===== config.mk =====
export PLATFORM = sky130hd
export DESIGN_NAME = fma_operand_sequencer
export DESIGN_NICKNAME = d
export VERILOG_FILES = /design/src/rtl/fma_operand_sequencer.sv
export SDC_FILE = /design/constraint.sdc
export NUM_CORES = 1
export LEC_CHECK = 0
export BUFFER_PORTS_ARGS = -buffer_cell sky130_fd_sc_hd__buf_4
export CORE_ASPECT_RATIO = 1.75
export CORE_MARGIN = 1
export CORE_UTILIZATION = 36
export CTS_BUF_LIST = sky130_fd_sc_hd__clkbuf_2
export DETAILED_ROUTE_END_ITERATION = 7
export GPL_TIMING_DRIVEN = 0
export MAX_ROUTING_LAYER = met4
export PLACE_DENSITY_LB_ADDON = 0.25
export SYNTH_ARGS = -nofsm -noshare
export SYNTH_HDL_FRONTEND = slang
export SYNTH_SLANG_ARGS = --single-unit

===== constraint.sdc =====
create_clock -name clk_100MHz -period 2 [get_ports clk_100MHz]
set_input_delay 0 -clock clk_100MHz [delete_from_list [all_inputs] [get_ports clk_100MHz]]
set_output_delay 0 -clock clk_100MHz [all_outputs]
set_load 0.01 [all_outputs]

===== src/rtl/fma_operand_sequencer.sv =====
// Operand sequencer for a BF16 FMA: a debounced pushbutton loads A, B and C from the
// switches, launches the FMA, then shows its result (or a timeout code) on the display.
module fma_operand_sequencer #(
   parameter int DEBOUNCE_CYCLES = 1_000_000,
   parameter int FMA_TIMEOUT     = 255
) (
   input  logic        clk_100MHz,
   input  logic        reset,
   input  logic [15:0] sw,
   input  logic        btn_load,
   input  logic        fma_done,
   input  logic [15:0] fma_result,
   output logic [15:0] op_a,
   output logic [15:0] op_b,
   output logic [15:0] op_c,
   output logic        fma_start,
   output logic [15:0] data_out,
   output logic        dm_write,
   output logic [2:0]  stage,
   output logic        error
);
   localparam int DB_W = $clog2(DEBOUNCE_CYCLES + 1);
   localparam int TO_W = $clog2(FMA_TIMEOUT + 1);
   localparam logic [DB_W-1:0] DB_LAST = DB_W'(DEBOUNCE_CYCLES - 1);
   localparam logic [DB_W-1:0] DB_ONE  = DB_W'(1);
   localparam logic [TO_W-1:0] TO_LAST = TO_W'(FMA_TIMEOUT - 1);
   localparam logic [TO_W-1:0] TO_ONE  = TO_W'(1);
   localparam logic [15:0]     TIMEOUT_CODE = 16'hEEEE;

   typedef enum logic [2:0] {
      LOAD_A = 3'd0,
      LOAD_B = 3'd1,
      LOAD_C = 3'd2,
      START  = 3'd3,
      WAIT   = 3'd4,
      SHOW   = 3'd5
   } state_t;

   logic            sync1_r, sync2_r, deb_r, deb_d_r;
   logic [DB_W-1:0] db_cnt_r;
   logic            press_s;

   state_t          state_r, state_s;
   logic [15:0]     op_a_r, op_a_s, op_b_r, op_b_s, op_c_r, op_c_s;
   logic [15:0]     data_r, data_s;
   logic            dmw_r, dmw_s, start_r, start_s, err_r, err_s;
   logic [TO_W-1:0] wait_cnt_r, wait_cnt_s;

   // Synchronize the raw button and accept a new level only after it has been stable long enough
   always_ff @(posedge clk_100MHz) begin
      if (reset) begin
         sync1_r  <= 1'b0;
         sync2_r  <= 1'b0;
         deb_r    <= 1'b0;
         deb_d_r  <= 1'b0;
         db_cnt_r <= '0;
      end else begin
         sync1_r <= btn_load;
         sync2_r <= sync1_r;
         deb_d_r <= deb_r;
         if (sync2_r != deb_r) begin
            if (db_cnt_r == DB_LAST) begin
               deb_r    <= sync2_r;
               db_cnt_r <= '0;
            end else begin
               db_cnt_r <= db_cnt_r + DB_ONE;
            end
         end else begin
            db_cnt_r <= '0;
         end
      end
   end

   // A press is the single cycle in which the debounced level has just risen
   assign press_s = deb_r & ~deb_d_r;

   // Sequencer state and registered outputs
   always_ff @(posedge clk_100MHz) begin
      if (reset) begin
         state_r    <= LOAD_A;
         op_a_r     <= 16'h0000;
         op_b_r     <= 16'h0000;
         op_c_r     <= 16'h0000;
         data_r     <= 16'h0000;
         dmw_r      <= 1'b0;
         start_r    <= 1'b0;
         err_r      <= 1'b0;
         wait_cnt_r <= '0;
      end else begin
         state_r    <= state_s;
         op_a_r     <= op_a_s;
         op_b_r     <= op_b_s;
         op_c_r     <= op_c_s;
         data_r     <= data_s;
         dmw_r      <= dmw_s;
         start_r    <= start_s;
         err_r      <= err_s;
         wait_cnt_r <= wait_cnt_s;
      end
   end

   // Next-state and next-output decode; strobes default low so they last one cycle
   always_comb begin
      state_s    = state_r;
      op_a_s     = op_a_r;
      op_b_s     = op_b_r;
      op_c_s     = op_c_r;
      data_s     = data_r;
      dmw_s      = 1'b0;
      start_s    = 1'b0;
      err_s      = err_r;
      wait_cnt_s = wait_cnt_r;
      case (state_r)
         LOAD_A: begin
            if (press_s) begin
               op_a_s  = sw;
               data_s  = sw;
               dmw_s   = 1'b1;
               state_s = LOAD_B;
            end else begin
               state_s = LOAD_A;
            end
         end
         LOAD_B: begin
            if (press_s) begin
               op_b_s  = sw;
               data_s  = sw;
               dmw_s   = 1'b1;
               state_s = LOAD_C;
            end else begin
               state_s = LOAD_B;
            end
         end
         LOAD_C: begin
            if (press_s) begin
               op_c_s  = sw;
               data_s  = sw;
               dmw_s   = 1'b1;
               state_s = START;
            end else begin
               state_s = LOAD_C;
            end
         end
         START: begin
            start_s    = 1'b1;
            wait_cnt_s = '0;
            state_s    = WAIT;
         end
         WAIT: begin
            // A result arriving on the last allowed cycle still beats the timeout
            if (fma_done) begin
               data_s  = fma_result;
               dmw_s   = 1'b1;
               state_s = SHOW;
            end else if (wait_cnt_r == TO_LAST) begin
               err_s   = 1'b1;
               data_s  = TIMEOUT_CODE;
               dmw_s   = 1'b1;
               state_s = SHOW;
            end else begin
               wait_cnt_s = wait_cnt_r + TO_ONE;
               state_s    = WAIT;
            end
         end
         SHOW: begin
            if (press_s) begin
               err_s   = 1'b0;
               state_s = LOAD_A;
            end else begin
               state_s = SHOW;
            end
         end
         default: begin
            state_s = LOAD_A;
         end
      endcase
   end

   assign op_a      = op_a_r;
   assign op_b      = op_b_r;
   assign op_c      = op_c_r;
   assign data_out  = data_r;
   assign dm_write  = dmw_r;
   assign fma_start = start_r;
   assign error     = err_r;
   assign stage     = state_r;

endmodule


**After elaboration in Yosys (flattened, before gate mapping)**

Cells that the tools add are included.

- Add/sub/neg operators: 2
- Equality and inequality tests: 14
- Muxes and demuxes: 23
- Bitwise gates (word level): 3
- Reductions and logical operators: 13

Operators with widths:

| kind | count |
|---|---|
| 16-bit two-way mux | 3 |
| 16-bit case mux with 2 select lines | 1 |
| 20-bit by 1-bit adder with 20-bit output (second input constant) | 1 |
| 20-bit equality test (second input constant) | 1 |
| 3-bit case mux with 6 select lines | 1 |
| 8-bit two-way mux | 2 |
| 8-bit case mux with 2 select lines | 1 |
| 1-bit two-way mux | 11 |
| 8-bit by 1-bit adder with 8-bit output (second input constant) | 1 |
| 8-bit equality test (second input constant) | 1 |
| 2-bit inequality test (second input constant) | 4 |
| 2-bit AND reduction | 4 |
| 3-bit by 2-bit equality test with 1-bit output (second input constant) | 2 |
| 3-bit equality test (second input constant) | 2 |
| 3-bit AND reduction | 2 |
| 2-bit nonzero test | 3 |
| 3-bit OR reduction | 2 |
| 1-bit case mux with 2 select lines | 2 |
| 4-bit AND reduction | 1 |
| 3-bit by 1-bit equality test with 1-bit output (second input constant) | 1 |
| 3-bit zero test | 1 |
| 3-bit two-way mux | 1 |
| 3-bit inequality test (second input constant) | 1 |
| 2-bit two-way mux | 1 |
| 4 further kinds | 5 |

- Register bits: 102
- Output and inout port bits: 70

**Logic depth before layout (Yosys ltp)**

- Depth after elaboration: 4
- Gate-level depth with buffers: 8
- Mapped depth without buffers: 6

**Worst setup path after synthesis**

Ideal clock, no wire load.

- Kind: reg-to-reg
- Start point: register state_r[2], in the netlist stage[2]
- End point: register wait_cnt_r[5]
- Library setup time: 0.070 ns
- Arrival time: 1.651 ns
- Path slack: 0.279 ns
- Cell stages (with the launch flop): 7
- Clock period less this slack: 1.721 ns
- Cell sequence: dfxtp_1 clkbuf_2 nor4b_4 o21ai_1 buf_2 or4_1 a21oi_1

- Word-level cells in the longest chain between the ends: 3
- Elaborated cells on any way between the ends: 7
- Those cells by class: eq/ne: 4; mux: 1; reduce/logical: 2

Ends and longest elaborated chain:

| item | RTL line | source |
|---|---|---|
| from (decl) | 43 | `state_t state_r, state_s;` |
| from (signal assigned) | 90 | `state_r <= state_s;` |
| 3-bit equality test or 3-bit by 2-bit equality test with 1-bit output (tied branches) | 113 | `case (state_r)` |
| 2-bit inequality test (no source line) or 2-bit nonzero test (tied branches) | n/a |  |
| 3-bit AND reduction (no source line) | n/a |  |
| to (signal assigned) | 98 | `wait_cnt_r <= wait_cnt_s;` |
| to (decl) | 47 | `logic [TO_W-1:0] wait_cnt_r, wait_cnt_s;` |

Parallel ways exist; a longest one is shown, timed or not.
A chain may end at the register's enable or synchronous reset.

**Worst setup path after layout**

- Start point: register db_cnt_r[0]
- End point: register db_cnt_r[18]

- Word-level cells in the longest chain between the ends: 2
- Elaborated cells on any way between the ends: 3
- Those cells by class: add/sub: 1; eq/ne: 1; reduce/logical: 1

Ends and longest elaborated chain:

| item | RTL line | source |
|---|---|---|
| from (decl) | 40 | `logic [DB_W-1:0] db_cnt_r;` |
| from (signal assigned) | 66 | `db_cnt_r <= db_cnt_r + DB_ONE;` |
| parallel branches: the longest is 2 deep, another holds 20-bit by 1-bit adder with 20-bit output | n/a |  |

Parallel ways; which one is timed is not known.

==> run summary <==
### Synthesis
- **number of warnings printed during yosys synthesis** 0
- **ys flop type** dfxtp_1
- **largest cells by area after synthesis** dfxtp_1 48%, nand2_1 10%, a21oi_1 9.6%
- **number of unique standard cell types used by synthesis** 46
- **cell type with the largest total area after synthesis** dfxtp_1
- **flip-flop and latch count after synthesis** 102
- **count of flip-flops with a built-in enable after synthesis** 0
- **cell count after synthesis** 514
- **net count after synthesis** 553
- **cell area after technology mapping** 4240 um^2
- **Post-synth ARST share** 0%
- **share of synthesized area occupied by flip-flops and latches** 48.2%
- **area share of the largest cell type after synthesis** 48.2%
- **synthesized area divided by synthesized cell count** 8.25 um^2

### Floorplan
- **row count** 52
- **Core Footprint** 11500 um^2
- **effective utilization at floorplan** 36.8%
- **width of the die** 84.0 um
- **count of boundary I/O pins** 106
- **y dimension of the die** 146 um
- **full die area** 12200 um^2

### Detailed routing
- **mean number of vias per cell** 5.26
- **post-detailed-route count of antenna-violating nets** 0
- **routed wire length per instance** 16.0 um
- **drc violations** 26
- **drt total wl** 12.9 mm
- **routed vias** 4237
- **first drt pass iteration count** 6
- **initial drt markers** 225

### Timing
- **shortest period the worst path allows** 1.91 ns
- **Fin. Hold Viols** 0
- **period utilization** 95.5%
- **total setup violations reported at the end of the flow** 0
- **worst-case clock skew** 0.0387 ns
- **max frequency** 524 MHz
- **Slew headroom** 62.3%
- **RSZ-0062 raised after global routing** false
- **Worst Max-Slew Pin Slew** 0.566 ns
- **Final TNS setup** 0 ns
- **Final Max Tran Viols** 0

### Clocking
- **CTS tree** yes
- **TritonCTS Buffers** 9
- **Skew-Pair Late Insertion Delay** 0.60 ns
- **root buffer cell** clkbuf_2
- **CTS Sinks** 102
- **clock slew seen by the registers of the worst setup and hold paths** 0.30 ns
- **H-tree lvl count** 3
- **Bufs on Longest Clock Path** 2

### Power
- **Pwr Density** 565 nW/um^2
- **final total power** 3230 uW
- **leak pwr** 0.00205 uW
- **VDD IR-drop max** 346 uV

### Outcome
- **violated checks** design-rule violations
- **run status** complete, but fails checks

### Setup path
- **Data arrival, critical path** 2.47 ns
- **Critical Path Slowest Stage Cell** or4b_1
- **type of the worst setup path** register to register
- **endpoint kind of the worst setup timing path** register
- **CP Data Required Time** 2.56 ns
- **largest fanout on the critical path** 6
- **top cell family by delay on the critical path** simple AND/OR/NAND/NOR gates
- **CP Cell Sequence** ha_1 > nand3_1 > nor4_2 > or4b_1 > a21oi_1
- **biggest cell delay along the critical path** 0.48 ns
- **combined buffer and inverter count along the critical path** 0
- **Setup crit start kind** register

### Place
- **sum of net half-perimeters after detailed placement** 9.60 mm
- **total of buffers placed on input and output ports** 103
- **final RePlAce weighted congestion** 0.858

### Flow run
- **number of max-cap violations** 0

### Cells and area
- **area of the multi-input gates** 2040 um^2
- **footprint of the flip-flops and latches** 2050 um^2
- **filler cell count in the final layout** 1129
- **share of post-route cells with drive strength above 1** 23.2%
- **area added between synthesis and finish** 34.9%
- **count of nets after finishing** 703

### Global route
- **first-pass GRT wire length** 20.4 mm
- **largest net degree at the start of global routing** 21
- **overall global routing resource usage** 21.8%
- **GRT Residual Overflow** 0
- **vias in the first global route** 4202
- **antenna violations before repair** 1

### Hold path
- **type of the most critical hold path** primary input to register

kinds of logic after synthesis:
kind of cell	after synthesis	synth area share [%]
buf+inv	42	4.43
simple gates	225	25.8
flops	102	48.2
mux	1	0.266
fa+ha+maj	3	0.886
compound gates	125	17.1
xor+xnor	16	3.31
sequential cells by signal, summed over array words and instances (netlist names):
signal      cells
deb_d_r         1
error           1
fma_start       1
data_out       16
db_cnt_r       20
op_c           16
wait_cnt_r      8
dm_write        1
op_b           16
op_a           16
sync1_r         1
stage           3
deb_r           1
sync2_r         1
where the power goes:
group	switching (uW)	internal [uW]
Sequential	1.26	2050
Clock	768	212
Combinational	98.2	103
through the flow:
| step | instance area [um^2] | util, % | instances | hold slack, ns | setup slack [ns] |
|---|---|---|---|---|---|
| finish | 5720 | 49.6 | 805 | 0.160 | 0.0907 |
| global route | 5720 | 49.6 | 805 | 0.112 | 0.00284 |
| CTS | 5660 | 49.2 | 803 | 0.112 | 0.00385 |
| detailed placement | 5180 | 45.0 | 752 | 0.234 | 0.0294 |
| global placement | 5180 | 45.0 | 752 | 0.227 | 0.0406 |
| floorplan | 4240 | - | 514 | 0.128 | 0.279 |
worst reg2reg max path, delay by kind of cell, from the launching register on:
| kind | cells | cell delay, ns |
|---|---|---|
| flops | 1 | 0.43 |
| compound gates | 1 | 0.14 |
| simple gates | 3 | 1.08 |
| fa+ha+maj | 1 | 0.26 |
path summary, 6_finish.rpt:
path                          startpoint                 endpoint  slack, ns  cells after the start
setup reg to reg  db_cnt_r[0]$_SDFF_PP0_  db_cnt_r[18]$_SDFF_PP0_       0.09                      5
hold reg to reg       sync1_r$_SDFF_PP0_       sync2_r$_SDFF_PP0_       0.47                      1
setup / recovery  db_cnt_r[0]$_SDFF_PP0_  db_cnt_r[18]$_SDFF_PP0_       0.09                      5
hold / removal                  btn_load       sync1_r$_SDFF_PP0_       0.16                      3
synth_stat cells (2+ instances only):
| library cell | number |
|---|---|
| nor2_1 | 25 |
| or3_1 | 2 |
| nand3_1 | 17 |
| or4_1 | 5 |
| xor2_1 | 5 |
| and3_1 | 2 |
| xnor2_1 | 11 |
| nand3b_1 | 12 |
| o2111ai_1 | 12 |
| dfxtp_1 | 102 |
| nor2b_1 | 8 |
| nand2_1 | 116 |
| nor4_1 | 5 |
| nand2b_1 | 3 |
| buf_6 | 2 |
| buf_2 | 8 |
| and2_1 | 2 |
| clkbuf_1 | 23 |
| or4b_2 | 2 |
| o31ai_1 | 3 |
| a311oi_1 | 5 |
| o21ai_0 | 17 |
| or2_2 | 2 |
| nor3_1 | 8 |
| inv_1 | 7 |
| nand4_1 | 8 |
| ha_1 | 3 |
| a21oi_1 | 81 |
final cells by class:
class                   count  share of cell area, %
multi-input cells         370                   35.7
flip-flops and latches    102                   35.8
well taps                 135                   2.95
clock inverters             7                   1.34
clock buffers               9                  0.788
repair buffers            141                   20.0
plain buffers              33                   2.87
diodes                      1                 0.0438
inverters                   7                  0.460
cells in the final DEF (no fill, tap or decap), drive strengths merged, types with 12 or more instances in the layout:
cell type    Yosys  routed
o2111ai         12      12
o21ai           18      18
dlygate4sd3      0      35
nand2          116     116
dfxtp          102     102
buf             11     116
nand3           17      17
nand3b          12      12
nor2            25      25
a21oi           81      81
clkbuf          24      32
per-layer routing:
layer / global-route usage (%) / vias to the layer above / part of all wire (%) / wire length (um)
met5: - / - / 0 / 0
met4: 15.8 / 0 / 7.5 / 972
met3: 4.08 / 53 / 4.9 / 636
met2: 38.1 / 140 / 51 / 6560
met1: 21.3 / 1967 / 37 / 4740
li1: - / 2077 / - / -
timing repair:
action,4_1_cts,5_1_grt
endpoints found under the hold margin,81,0
gates resized for setup,2,20
buffers inserted,0,3
pin swaps,0,2
endpoints found under the setup margin,5,56
hold buffers,35,0
(Power assumes the default switching activity.)
